==> src/rtl/fft_pkg.sv <==
// Shared constants and types for the radix-4 DIF FFT pipeline (default N = 256).
// The state enum and tag type are used by the twiddle scheduler.
package fft_pkg;

    localparam int LOG2N   = 8;
    localparam int N       = 1 << LOG2N;
    localparam int NSTAGE  = LOG2N / 2;
    localparam int DW      = 22;
    localparam int MUL_LAT = 2;
    // address/data register + ROM read + multiplier
    localparam int TW_LAT  = 2 + MUL_LAT;

    typedef enum logic [1:0] {
        IDLE  = 2'd0,
        RUN   = 2'd1,
        DRAIN = 2'd2
    } sched_state_t;

    typedef struct packed {
        logic valid;
        logic last;
    } tag_t;

endpackage

==> src/rtl/twiddle_addr_gen.sv <==
// Combinational twiddle exponent for sample index j of radix-4 stage s.
// With TWSCHED_IFFT_EN defined an inv input selects the conjugate exponent (N - e) mod N.
module twiddle_addr_gen
    import fft_pkg::*;
#(
    parameter int LOG2N = fft_pkg::LOG2N
) (
    input  logic [LOG2N-1:0]   j,
    input  logic [LOG2N/2-1:0] s,
`ifdef TWSCHED_IFFT_EN
    input  logic               inv,
`endif
    output logic [LOG2N-1:0]   e
);

    localparam int NSTG  = LOG2N / 2;
    localparam int STG_W = LOG2N / 2;
    localparam int KW    = LOG2N - 2;

    logic [LOG2N-1:0] e_stage [NSTG];
    logic [LOG2N-1:0] e_fwd;

    // Each stage has a fixed quarter-length Q = 2^QB, so m and k are plain bit fields of j.
    for (genvar gi = 0; gi < NSTG; gi++) begin : g_stage
        localparam int QB = LOG2N - 2 - 2 * gi;
        localparam logic [KW-1:0] KMASK = KW'((1 << QB) - 1);

        logic [1:0]       m;
        logic [KW-1:0]    k;
        logic [LOG2N-1:0] prod;

        assign m    = j[QB+1:QB];
        assign k    = j[KW-1:0] & KMASK;
        assign prod = {{KW{1'b0}}, m} * {2'b00, k};
        assign e_stage[gi] = prod << (2 * gi);
    end

    always_comb begin
        e_fwd = '0;
        for (int i = 0; i < NSTG; i++) begin
            if (s == STG_W'(i)) begin
                e_fwd = e_stage[i];
            end
        end
    end

`ifdef TWSCHED_IFFT_EN
    assign e = inv ? (~e_fwd + LOG2N'(1)) : e_fwd;
`else
    assign e = e_fwd;
`endif

endmodule

==> src/rtl/twiddle_sched.sv <==
// Twiddle scheduler for one radix-4 DIF stage: counts butterfly samples, issues ROM
// addresses and carries valid/last tags across the multiplier. Optional TWSCHED_IFFT_EN adds inv.
module twiddle_sched
    import fft_pkg::*;
#(
    parameter int LOG2N   = fft_pkg::LOG2N,
    parameter int DW      = fft_pkg::DW,
    parameter int MUL_LAT = fft_pkg::MUL_LAT
) (
    input  logic               clk,
    input  logic               rst,
    input  logic               start,
    input  logic [LOG2N/2-1:0] stage,
`ifdef TWSCHED_IFFT_EN
    input  logic               inv,
`endif
    output logic               busy,
    output logic               done,
    output logic               err,
    input  logic               in_valid,
    input  logic [DW-1:0]      in_data,
    output logic [LOG2N-1:0]   tw_addr,
    output logic [DW-1:0]      tw_a,
    output logic               out_valid,
    output logic               out_last
);

    localparam int NSTG     = LOG2N / 2;
    localparam int STG_W    = LOG2N / 2;
    localparam int PIPE_LAT = 2 + MUL_LAT;

    sched_state_t     state_reg, state_next;
    logic [LOG2N-1:0] j_reg, j_next;
    logic [STG_W-1:0] s_reg, s_next;
    logic             err_reg, err_next;
    logic             accept, accept_last;
    logic [LOG2N-1:0] e_addr;
    tag_t             tag_sr_reg [PIPE_LAT];

`ifdef TWSCHED_IFFT_EN
    logic inv_reg, inv_next;
`endif

    twiddle_addr_gen #(
        .LOG2N (LOG2N)
    ) u_addr_gen (
        .j   (j_reg),
        .s   (s_reg),
`ifdef TWSCHED_IFFT_EN
        .inv (inv_reg),
`endif
        .e   (e_addr)
    );

    always_comb begin
        state_next  = state_reg;
        j_next      = j_reg;
        s_next      = s_reg;
        err_next    = 1'b0;
        accept      = 1'b0;
        accept_last = 1'b0;
`ifdef TWSCHED_IFFT_EN
        inv_next    = inv_reg;
`endif
        case (state_reg)
            IDLE: begin
                if (start) begin
                    if (stage < STG_W'(NSTG)) begin
                        state_next = RUN;
                        s_next     = stage;
                        j_next     = '0;
`ifdef TWSCHED_IFFT_EN
                        inv_next   = inv;
`endif
                    end else begin
                        err_next = 1'b1;
                    end
                end
                // a sample arriving with no pass open is dropped, even alongside start
                if (in_valid) begin
                    err_next = 1'b1;
                end
            end
            RUN: begin
                if (start) begin
                    err_next = 1'b1;
                end
                if (in_valid) begin
                    accept = 1'b1;
                    j_next = j_reg + LOG2N'(1);
                    if (j_reg == '1) begin
                        accept_last = 1'b1;
                        state_next  = DRAIN;
                    end
                end
            end
            DRAIN: begin
                if (start || in_valid) begin
                    err_next = 1'b1;
                end
                if (tag_sr_reg[PIPE_LAT-1].valid && tag_sr_reg[PIPE_LAT-1].last) begin
                    state_next = IDLE;
                end
            end
            default: begin
                state_next = IDLE;
            end
        endcase
    end

    always_ff @(posedge clk) begin
        if (rst) begin
            state_reg <= IDLE;
            j_reg     <= '0;
            s_reg     <= '0;
            err_reg   <= 1'b0;
            tw_addr   <= '0;
            tw_a      <= '0;
`ifdef TWSCHED_IFFT_EN
            inv_reg   <= 1'b0;
`endif
            for (int i = 0; i < PIPE_LAT; i++) begin
                tag_sr_reg[i] <= '0;
            end
        end else begin
            state_reg <= state_next;
            j_reg     <= j_next;
            s_reg     <= s_next;
            err_reg   <= err_next;
`ifdef TWSCHED_IFFT_EN
            inv_reg   <= inv_next;
`endif
            // address and sample are registered together so tw_a lines up with ROM data
            if (accept) begin
                tw_addr <= e_addr;
                tw_a    <= in_data;
            end
            tag_sr_reg[0] <= '{valid: accept, last: accept_last};
            for (int i = 1; i < PIPE_LAT; i++) begin
                tag_sr_reg[i] <= tag_sr_reg[i-1];
            end
        end
    end

    assign busy      = (state_reg != IDLE);
    assign err       = err_reg;
    assign out_valid = tag_sr_reg[PIPE_LAT-1].valid;
    assign out_last  = tag_sr_reg[PIPE_LAT-1].valid & tag_sr_reg[PIPE_LAT-1].last;
    assign done      = out_last;

endmodule

==> config.mk <==
export PLATFORM = sky130hd
export DESIGN_NAME = twiddle_sched
export DESIGN_NICKNAME = d
export VERILOG_FILES = /design/src/rtl/fft_pkg.sv /design/src/rtl/twiddle_addr_gen.sv /design/src/rtl/twiddle_sched.sv
export SDC_FILE = /design/constraint.sdc
export NUM_CORES = 1
export LEC_CHECK = 0
export CAP_MARGIN = 20
export CORE_MARGIN = 2
export CORE_UTILIZATION = 44
export DETAILED_ROUTE_END_ITERATION = 7
export GPL_TIMING_DRIVEN = 0
export HOLD_SLACK_MARGIN = 0.12
export PLACE_DENSITY_LB_ADDON = 0.2
export SLEW_MARGIN = 0
export SYNTH_ARGS = -nofsm -noshare
export SYNTH_HDL_FRONTEND = slang
export SYNTH_SLANG_ARGS = --single-unit
export TNS_END_PERCENT = 30
==> constraint.sdc <==
create_clock -name clk -period 2 [get_ports clk]
set_input_delay 0.3 -clock clk [delete_from_list [all_inputs] [get_ports clk]]
set_output_delay 0.3 -clock clk [all_outputs]
set_load 0.005 [all_outputs]
==> results of run 1 <==
-- worst paths after layout --
check / endpoint / slack (ns) / cells past startpoint
min: tag_sr_reg[2][1] / 0.44 / 1
min reg2reg: tag_sr_reg[2][1] / 0.44 / 1
max: tw_addr[7] / -0.03 / 9
max reg2reg: tw_addr[7] / -0.03 / 9
-- worst max-delay path, stage by stage (launching register included) --
cell and delay, ns:
dfxtp_4 0.40, and2_4 0.16, ha_4 0.14, inv_2 0.04
fa_2 0.33, nand2b_4 0.16, a21oi_4 0.15, o2111ai_2 0.12
a211o_1 0.34, a21oi_2 0.13
-- what timing repair did --
action / in CTS / in global routing
setup buffers: 9 / 5
gates resized for setup: 20 / 21
setup endpoints to repair: 4 / 10
pin swaps: 8 / 11
-- cells in the final DEF, fill, tap and decap left out, types with 5 or more instances in the layout --
cell | Yosys | final
clkdlybuf4s50_1 | 0 | 64
nand2_1 | 63 | 62
dfxtp_1 | 53 | 45
a21oi_1 | 36 | 32
nor2_1 | 21 | 21
and2_1 | 18 | 15
buf_4 | 1 | 13
clkbuf_1 | 16 | 11
inv_1 | 11 | 10
nor3_1 | 9 | 9
ha_1 | 11 | 8
nor2b_1 | 7 | 7
clkbuf_8 | 0 | 6
nand3_1 | 6 | 6
xor2_1 | 6 | 6
mux2i_1 | 5 | 5
o21ai_0 | 8 | 5
-- area by class of cell --
class | count | share of cell area (%)
multi-input combinational | 234 | 41.2
clock buffer | 6 | 1.99
clock inverter | 2 | 1.06
sequential | 53 | 29.7
tap | 72 | 2.47
timing repair buffer | 78 | 20.3
buffer | 16 | 2.13
inverter | 11 | 1.13
-- layer usage --
metal | share of wire [%] | vias up | wire, um
met5 | 0 | - | 0
li1 | - | 1225 | -
met2 | 47 | 76 | 3270
met3 | 5.8 | 16 | 404
met4 | 2.4 | 0 | 170
met1 | 45 | 1139 | 3120
-- where the power goes --
part,leakage [nW],switching (mW),total (mW),internal (mW)
Combinational,0.892,0.0799,0.177,0.0970
Sequential,0.433,0.00937,1.07,1.06
Clock,0.0554,0.360,0.736,0.376
Total,1.38,0.449,1.99,1.54
-- metrics by stage --
stage	TNS, ns	instances	setup WS [ns]	hold WS [ns]
after global routing	-0.149	472	-0.0714	0.462
after detailed placement	-1.82	454	-0.246	0.422
after global placement	-1.50	454	-0.241	0.418
after floorplan	0	318	0.0274	0.414
after CTS	-0.0986	468	-0.0778	0.444
final	-0.0275	472	-0.0275	0.443
-- cells in the mapped netlist, types with 2 or more instances --
| library cell | number | area [sq um] |
|---|---|---|
| nand2_1 | 63 | 236 |
| dfxtp_1 | 53 | 1060 |
| a21oi_1 | 36 | 180 |
| nor2_1 | 21 | 78.8 |
| and2_1 | 18 | 113 |
| clkbuf_1 | 16 | 60.1 |
| ha_1 | 11 | 138 |
| inv_1 | 11 | 41.3 |
| nor3_1 | 9 | 45.0 |
| o21ai_0 | 8 | 40.0 |
| nor2b_1 | 7 | 43.8 |
| nand3_1 | 6 | 30.0 |
| xor2_1 | 6 | 52.6 |
| mux2i_1 | 5 | 50.1 |
| nand2b_1 | 5 | 31.3 |
| a211oi_1 | 4 | 30.0 |
| a22oi_1 | 4 | 30.0 |
| xnor2_1 | 4 | 35.0 |
| nand4_1 | 3 | 18.8 |
| and4_1 | 2 | 17.5 |
| buf_2 | 2 | 10.0 |
| fa_1 | 2 | 40.0 |
| nand3b_1 | 2 | 15.0 |
| nor2_2 | 2 | 12.5 |
| o2111ai_1 | 2 | 17.5 |
-- kinds of logic (layout without fill, tap and decap cells) --
kind of cell / after synthesis / count (layout) / synth area share (%)
AOI/OAI and AO/OA: 62 / 62 / 14.9
xor gates and xnor gates: 10 / 10 / 3.40
adders and majority gates: 13 / 13 / 6.91
buffers and inverters: 31 / 113 / 4.77
DFF: 53 / 53 / 41.2
muxes: 5 / 5 / 1.95
and+or+nand+nor: 144 / 144 / 26.8
==> run_results.csv, run 1 <==
group,metric,value,unit
layout,layout-drive-gt1-share,14.5,%
routing,wire_per_inst,14.8,um
pwr,powerDensity,545,nW/um^2
floorplanning,die_area,6470,sq um
routing,routed_via_density,5.20,
sta,final.setup_skew,0.00977,ns
routing,drtIter0Drc,150,
routing,first_pass_iters,5,
sta,min_period,2.03,ns
clocking,cts_tree,"yes",
status,violations,"negative setup slack",
synthesis,async_flop_share,0,%
synthesis,ys_seq_elements,53,
synthesis,synth_warnings,0,
layout,antenna-diode-count,0,
floorplanning,pin_count,65,
sta,slew-limit-headroom,59.1,%
critical_path,crit_type,"reg2reg",
synthesis,synth_edf_count,0,
layout,largest-register,"tw_a",
status,status,"finished, violations left",
sta,setup-violations-final,1,
global_routing,grt_pass1_vias,2353,
clocking,cts_buffer_depth,2,
min_path,hold_path_class,"reg2reg",
synthesis,ys_seq_area_share,41.2,%
pwr,vdd_drop_max,292,uV
global_routing,grtUsageMet3,5.51,%
global_routing,grt-busiest-layer,"met2",
layout,design_area,3640,sq um
floorplanning,core-area,5570,sq um
critical_path,cp-start-kind,"flop",
global_routing,grt.overflow.total,0,
synthesis,ys_types,41,
global_routing,grt_max_degree,17,
critical_path,crit_path_end_kind,"flop",
clocking,path_clk_slew,0.10,ns
floorplanning,fp-row-count,27,
floorplanning,die_h,80.5,um
sta,maxSlewViolCount,0,
clocking,cts_sinks,53,
critical_path,r2r-start,"j_reg[1]",
min_path,hp-start,"tag_sr_reg[1][1]",
sta,max_freq,493,MHz
clocking,root_buffer,"clkbuf_8",
layout,syn_to_final_growth,41.6,%
global_routing,grt_pass1_wl,11100,um
pwr,power.total,1.99,mW
critical_path,cp_data_arrival_time,2.28,ns
layout,nFillCells,476,
floorplanning,initial_core_util,46.2,%
layout,largest_register_ff_count,22,
job,max-cap-violations,0,
critical_path,setup.worst_path.start,"j_reg[1]",
placed_design,io_buffers,64,
clocking,cts_buffers,5,
sta,worstMarginPinSlew,0.609,ns
routing,wl,6960,um
synthesis,syn-cell-area,2570,sq um
sta,hold_viol_final,0,
placed_design,place.gp.congestion,0.874,
layout,ff_latch_area,1080,sq um
routing,via_count,2456,
global_routing,grt.met1_usage,28.2,%
floorplanning,die_w,80.5,um
global_routing,grt_use_met2,36.3,%
synthesis,synth_flop_cell,"dfxtp_1",
sta,period_share,101,%
routing,ant_nets,0,
pwr,leakage,1.38,nW
layout,multi_input_area,1500,sq um
clocking,htree_levels,2,
critical_path,cp.required,2.25,ns
global_routing,antenna_found_initial,0,
clocking,hold_buffers,0,
clocking,clock_latency,0.31,ns
placed_design,placed_cell_area,3330,sq um
synthesis,synth.avg_cell_area,8.09,sq um
sta,rsz0062_at_grt,"true",
placed_design,dp_hpwl,4820,um
sta,worst_slack,-0.0275,ns
synthesis,netlist_instances,318,
global_routing,grt_usage,22.3,%
synthesis,syn_nets,361,
routing,drc,0,
layout,utilization,65.4,%
layout,final_nets,442,
critical_path,cp_max_fo,6,
Note: power is estimated with default switching activity, not from simulation.
==> run 2, diff against run 1 <==
--- a/config.mk
+++ b/config.mk
@@ -11,7 +11,7 @@
 export DETAILED_ROUTE_END_ITERATION = 7
 export GPL_TIMING_DRIVEN = 0
 export HOLD_SLACK_MARGIN = 0.12
-export PLACE_DENSITY_LB_ADDON = 0.2
+export PLACE_DENSITY = 0.86
 export SLEW_MARGIN = 0
 export SYNTH_ARGS = -nofsm -noshare
 export SYNTH_HDL_FRONTEND = slang
==> run 2 against run 1 <==
Against the previous run:
- die area is the same
- clock skew down 0.0040 ns
- the flow still finishes with violations (negative setup slack)
- register-to-register slack worse by 0.06 ns
- sequential share of layout area increased by 0.23 points
- total power decreased by 7.4%
- combinational power barely moved
- non-clock buffer count shrank 3
==> run_results.csv, run 2 (synthesis results as in run 1) <==
group,metric,value,unit
status,status,"finished, violations left",
status,violations,"negative setup slack",
placed_design,place.gp.congestion,0.880,
clocking,cts_buffers,5,
critical_path,cp_max_fo,8,
sta,period_share,104,%
sta,final.setup_skew,0.00574,ns
clocking,clock_latency,0.30,ns
critical_path,crit_path_end_kind,"flop",
layout,syn_to_final_growth,40.9,%
layout,layout-drive-gt1-share,15.1,%
critical_path,r2r-start,"j_reg[1]",
layout,final_nets,439,
global_routing,grt_max_degree,17,
min_path,hold_path_class,"reg2reg",
global_routing,grt_pass1_vias,2295,
floorplanning,fp-row-count,27,
sta,maxSlewViolCount,0,
critical_path,cp.required,2.23,ns
layout,largest_register_ff_count,22,
floorplanning,initial_core_util,46.2,%
clocking,root_buffer,"clkbuf_8",
clocking,cts_tree,"yes",
placed_design,io_buffers,64,
clocking,cts_sinks,53,
global_routing,antenna_found_initial,0,
routing,routed_via_density,5.30,
job,max-cap-violations,0,
global_routing,grt.overflow.total,0,
layout,layout_commonest_cell,"clkdlybuf4s50_1",
placed_design,preCtsSetupSlack,-0.259,ns
routing,ant_nets,0,
pwr,power.total,1.84,mW
sta,max_freq,480,MHz
layout,antenna-diode-count,0,
sta,setup-violations-final,1,
global_routing,grt_usage,21.1,%
layout,multi_input_area,1520,sq um
pwr,powerDensity,508,nW/um^2
routing,wl,6940,um
sta,hold_viol_final,0,
routing,drc,0,
floorplanning,core-area,5570,sq um
sta,worst_slack,-0.0850,ns
routing,via_count,2487,
routing,wire_per_inst,14.8,um
placed_design,dp_hpwl,4880,um
clocking,path_clk_slew,0.09,ns
pwr,leakage,1.34,nW
critical_path,setup.worst_path.start,"j_reg[1]",
layout,layout_common_cells,"clkdlybuf4s50_1 (64), nand2_1 (62), dfxtp_1 (45), a21oi_1 (31), nor2_1 (21)",
sta,slew-limit-headroom,55.7,%
sta,worstMarginPinSlew,0.660,ns
sta,min_period,2.08,ns
floorplanning,die_w,80.5,um
layout,largest-register,"tw_a",
clocking,cts_buffer_depth,2,
layout,nFillCells,475,
min_path,hp-start,"tag_sr_reg[0][1]",
floorplanning,pin_count,65,
routing,first_pass_iters,4,
layout,ff_latch_area,1080,sq um
sta,rsz0062_at_grt,"true",
global_routing,grt_pass1_wl,10600,um
critical_path,cp-start-kind,"flop",
floorplanning,die_h,80.5,um
critical_path,cp_data_arrival_time,2.32,ns
floorplanning,die_area,6470,sq um
pwr,vdd_drop_max,486,uV
clocking,htree_levels,2,
routing,drtIter0Drc,158,
critical_path,crit_type,"reg2reg",
-- run 2: cell types whose count changed in the layout (fill, tap and decap cells not counted), sizes merged --
cell	change
bufinv	-1
clkinvlp	+2
clkinv	-1
clkbuf	-3
-- run 2: timing repair --
action                                  CTS  global route
gates resized for setup                  21            24
endpoints found under the setup margin    4            26
hold buffers                              0             0
pin swaps                                 7            20
buffers inserted                          8             4
-- run 2: final cells by class --
type	instances	share of cell area (%)
Buffer	15	1.93
Sequential cell	53	29.9
Clock buffer	6	2.00
Timing Repair Buffer	76	20.2
Tap cell	72	2.49
Inverter	11	1.14
Multi-Input combinational cell	234	42.0
Clock inverter	2	0.414
-- run 2: worst paths after layout --
check	to	slack, ns	depth (start not counted)
setup reg to reg	tw_addr[7]	-0.08	9
hold / removal	tag_sr_reg[1][1]	0.44	1
hold reg to reg	tag_sr_reg[1][1]	0.44	1
setup / recovery	tw_addr[7]	-0.08	9
-- run 2: routing by layer --
layer,GRT usage (%),up-vias,wire length (um)
li1,-,1222,-
met1,26.9,1158,2970
met2,35.4,96,3420
met4,7.29,0,119
met3,4.27,11,428
met5,0,-,0
-- run 2: critical path: stages, from the launching register on --
cell       delay, ns
dfxtp_4         0.41
and2_4          0.16
ha_4            0.13
inv_2           0.04
fa_2            0.34
nand2b_4        0.17
a21oi_4         0.17
o2111ai_2       0.13
a211o_1         0.35
a21oi_2         0.13
-- run 2: per-stage QoR --
step | TNS [ns] | area (sq um) | hold slack (ns) | util (%) | instances
after floorplan | 0 | 2600 | 0.414 | - | 318
after global placement | -1.37 | 3330 | 0.419 | 59.8 | 454
after detailed placement | -1.94 | 3330 | 0.420 | 59.8 | 454
after CTS | -0.0854 | 3530 | 0.442 | 63.3 | 467
after global routing | -0.202 | 3620 | 0.461 | 65.0 | 469
final | -0.0850 | 3620 | 0.441 | 65.0 | 469
-- run 2: power breakdown --
part,switching [mW],internal [mW],total (mW)
Sequential,0.00975,1.06,1.07
Combinational,0.0822,0.0977,0.180
Clock,0.341,0.247,0.588
==> run 3, diff against run 2 <==
--- a/config.mk
+++ b/config.mk
@@ -5,11 +5,9 @@
 export SDC_FILE = /design/constraint.sdc
 export NUM_CORES = 1
 export LEC_CHECK = 0
-export CAP_MARGIN = 20
 export CORE_MARGIN = 2
 export CORE_UTILIZATION = 44
 export DETAILED_ROUTE_END_ITERATION = 7
-export GPL_TIMING_DRIVEN = 0
 export HOLD_SLACK_MARGIN = 0.12
 export PLACE_DENSITY = 0.86
 export SLEW_MARGIN = 0
==> run 3 against run 2 <==
Against the previous run:
- the flow now finishes without violations
- sequential power about the same
- first-iteration DRC count shrank 3.2%
- non-clock buffer count fell by 5
- combinational power rose by 2%
- sequential share of layout area decreased by 0.26 points
- cell count is 1.1% lower
- setup slack better by 0.14 ns
- clock-buffer cell count is the same
==> run_results.csv, run 3 (synthesis results as in run 1) <==
group,metric,value,unit
layout,layout_commonest_cell,"clkdlybuf4s50_1",
sta,maxSlewViolCount,0,
pwr,vdd_drop_max,372,uV
floorplanning,die_h,80.5,um
clocking,root_buffer,"clkbuf_8",
placed_design,place.gp.congestion,0.948,
pwr,p_switching,0.440,mW
clocking,htree_levels,2,
layout,layout_common_cells,"clkdlybuf4s50_1 (64), nand2_1 (61), dfxtp_1 (47), a21oi_1 (34), nor2_1 (21)",
placed_design,io_buffers,64,
critical_path,cp_data_arrival_time,2.19,ns
floorplanning,fp-row-count,27,
floorplanning,pin_count,65,
global_routing,grt.overflow.total,0,
clocking,cts_tree,"yes",
clocking,cts_buffer_depth,2,
critical_path,crit_path_end_kind,"flop",
global_routing,grt_use_met2,35.7,%
global_routing,grt-busiest-layer,"met2",
sta,max_freq,514,MHz
clocking,cts_buffers,5,
routing,wire_per_inst,14.5,um
floorplanning,initial_core_util,46.2,%
clocking,clock_latency,0.31,ns
routing,wl,6710,um
layout,syn_to_final_growth,40.1,%
critical_path,cp_max_fo,2,
layout,antenna-diode-count,0,
sta,setup-violations-final,0,
global_routing,grt_max_degree,22,
sta,slew-limit-headroom,71.9,%
routing,routed_via_density,5.34,
sta,hold-worst-slack,0.439,ns
routing,drc,0,
sta,worstMarginPinSlew,0.421,ns
clocking,hold_buffers,0,
pwr,p_int,1.42,mW
floorplanning,core-area,5570,sq um
floorplanning,die_area,6470,sq um
routing,via_count,2480,
pwr,power.total,1.86,mW
pwr,powerDensity,517,nW/um^2
sta,period_share,97.2,%
pwr,p_seq_share,58.1,%
job,max-cap-violations,0,
layout,layout-drive-gt1-share,14.5,%
global_routing,grt.met1_usage,26.1,%
critical_path,cp-start-kind,"flop",
layout,final_nets,434,
sta,setup_tns,0,ns
sta,final.setup_skew,0.00846,ns
floorplanning,die_w,80.5,um
routing,ant_nets,0,
placed_design,placed_cell_area,3390,sq um
placed_design,dp_hpwl,4890,um
critical_path,crit_type,"reg2reg",
sta,hold_viol_final,0,
critical_path,cp.required,2.25,ns
clocking,cts_sinks,53,
global_routing,grtUsageMet3,5.39,%
global_routing,antenna_found_initial,0,
routing,first_pass_iters,4,
pwr,comb_power_share,9.9,%
global_routing,grt_pass1_vias,2415,
layout,design_area,3600,sq um
pwr,leakage,1.36,nW
min_path,hold_path_class,"reg2reg",
layout,largest-register,"tw_a",
pwr,clock_power_share,32.1,%
pwr,switching_share,23.6,%
status,status,"finished, final reports clean",
clocking,path_clk_slew,0.10,ns
sta,min_period,1.94,ns
global_routing,grt_pass1_wl,10800,um
layout,largest_register_ff_count,22,
routing,drtIter0Drc,153,
global_routing,grt_usage,21.2,%
run 3: per-layer routing:
layer	part of all wire, %	wire length (um)	up-vias
met5	0	0	-
met4	2.8	187	0
met3	5.9	398	20
met2	48	3240	85
met1	43	2890	1164
li1	-	-	1211
run 3: final cells by class:
cell class                      count  area (sq um)
Sequential cell                    53          1070
Multi-Input combinational cell    234          1500
Tap cell                           72          90.1
Inverter                           11          41.3
Clock buffer                        6          72.6
Timing Repair Buffer               86           817
Clock inverter                      2          15.0
Fill cell                         478          1970
run 3: path summary, 6_finish.rpt:
kind | start | endpoint | slack (ns) | cells past startpoint
max | j_reg[7] | tw_addr[7] | 0.06 | 9
min | s_reg[2] | s_reg[2] | 0.44 | 2
max reg2reg | j_reg[7] | tw_addr[7] | 0.06 | 9
min reg2reg | s_reg[2] | s_reg[2] | 0.44 | 2
run 3: power groups by stage:
stage	combinational (mW)	sequential, mW	clock, mW
global route	0.198	1.08	0.640
finish	0.184	1.08	0.597
global placement	0.177	1.10	0
CTS	0.183	1.08	0.604
floorplan	0.0710	1.10	0
detailed placement	0.181	1.10	0
run 3: repair_timing:
item                       in CTS  in global routing
pin swaps                       0                  8
hold endpoints to repair        0                  0
setup endpoints to repair       3                  4
gates resized for setup         7                 22
buffers inserted                0                  1
run 3: worst max-delay path, stage by stage, from the launching register on:
cell and delay, ns:
dfxtp_2 0.35, and2_4 0.15, ha_4 0.15, inv_1 0.05, fa_2 0.35, nand2b_4 0.16
a21oi_4 0.14, o2111ai_1 0.12, a211o_1 0.28, a21oi_1 0.13
run 3: per-stage QoR:
stage / instances / setup slack [ns] / util [%]
2_1_floorplan: 318 / 0.0274 / -
3_3_place_gp: 455 / -0.104 / 60.9
3_5_place_dp: 455 / -0.119 / 60.9
4_1_cts: 463 / 0.000970 / 62.9
5_1_grt: 464 / -0.0153 / 64.7
6_report: 464 / 0.0551 / 64.7
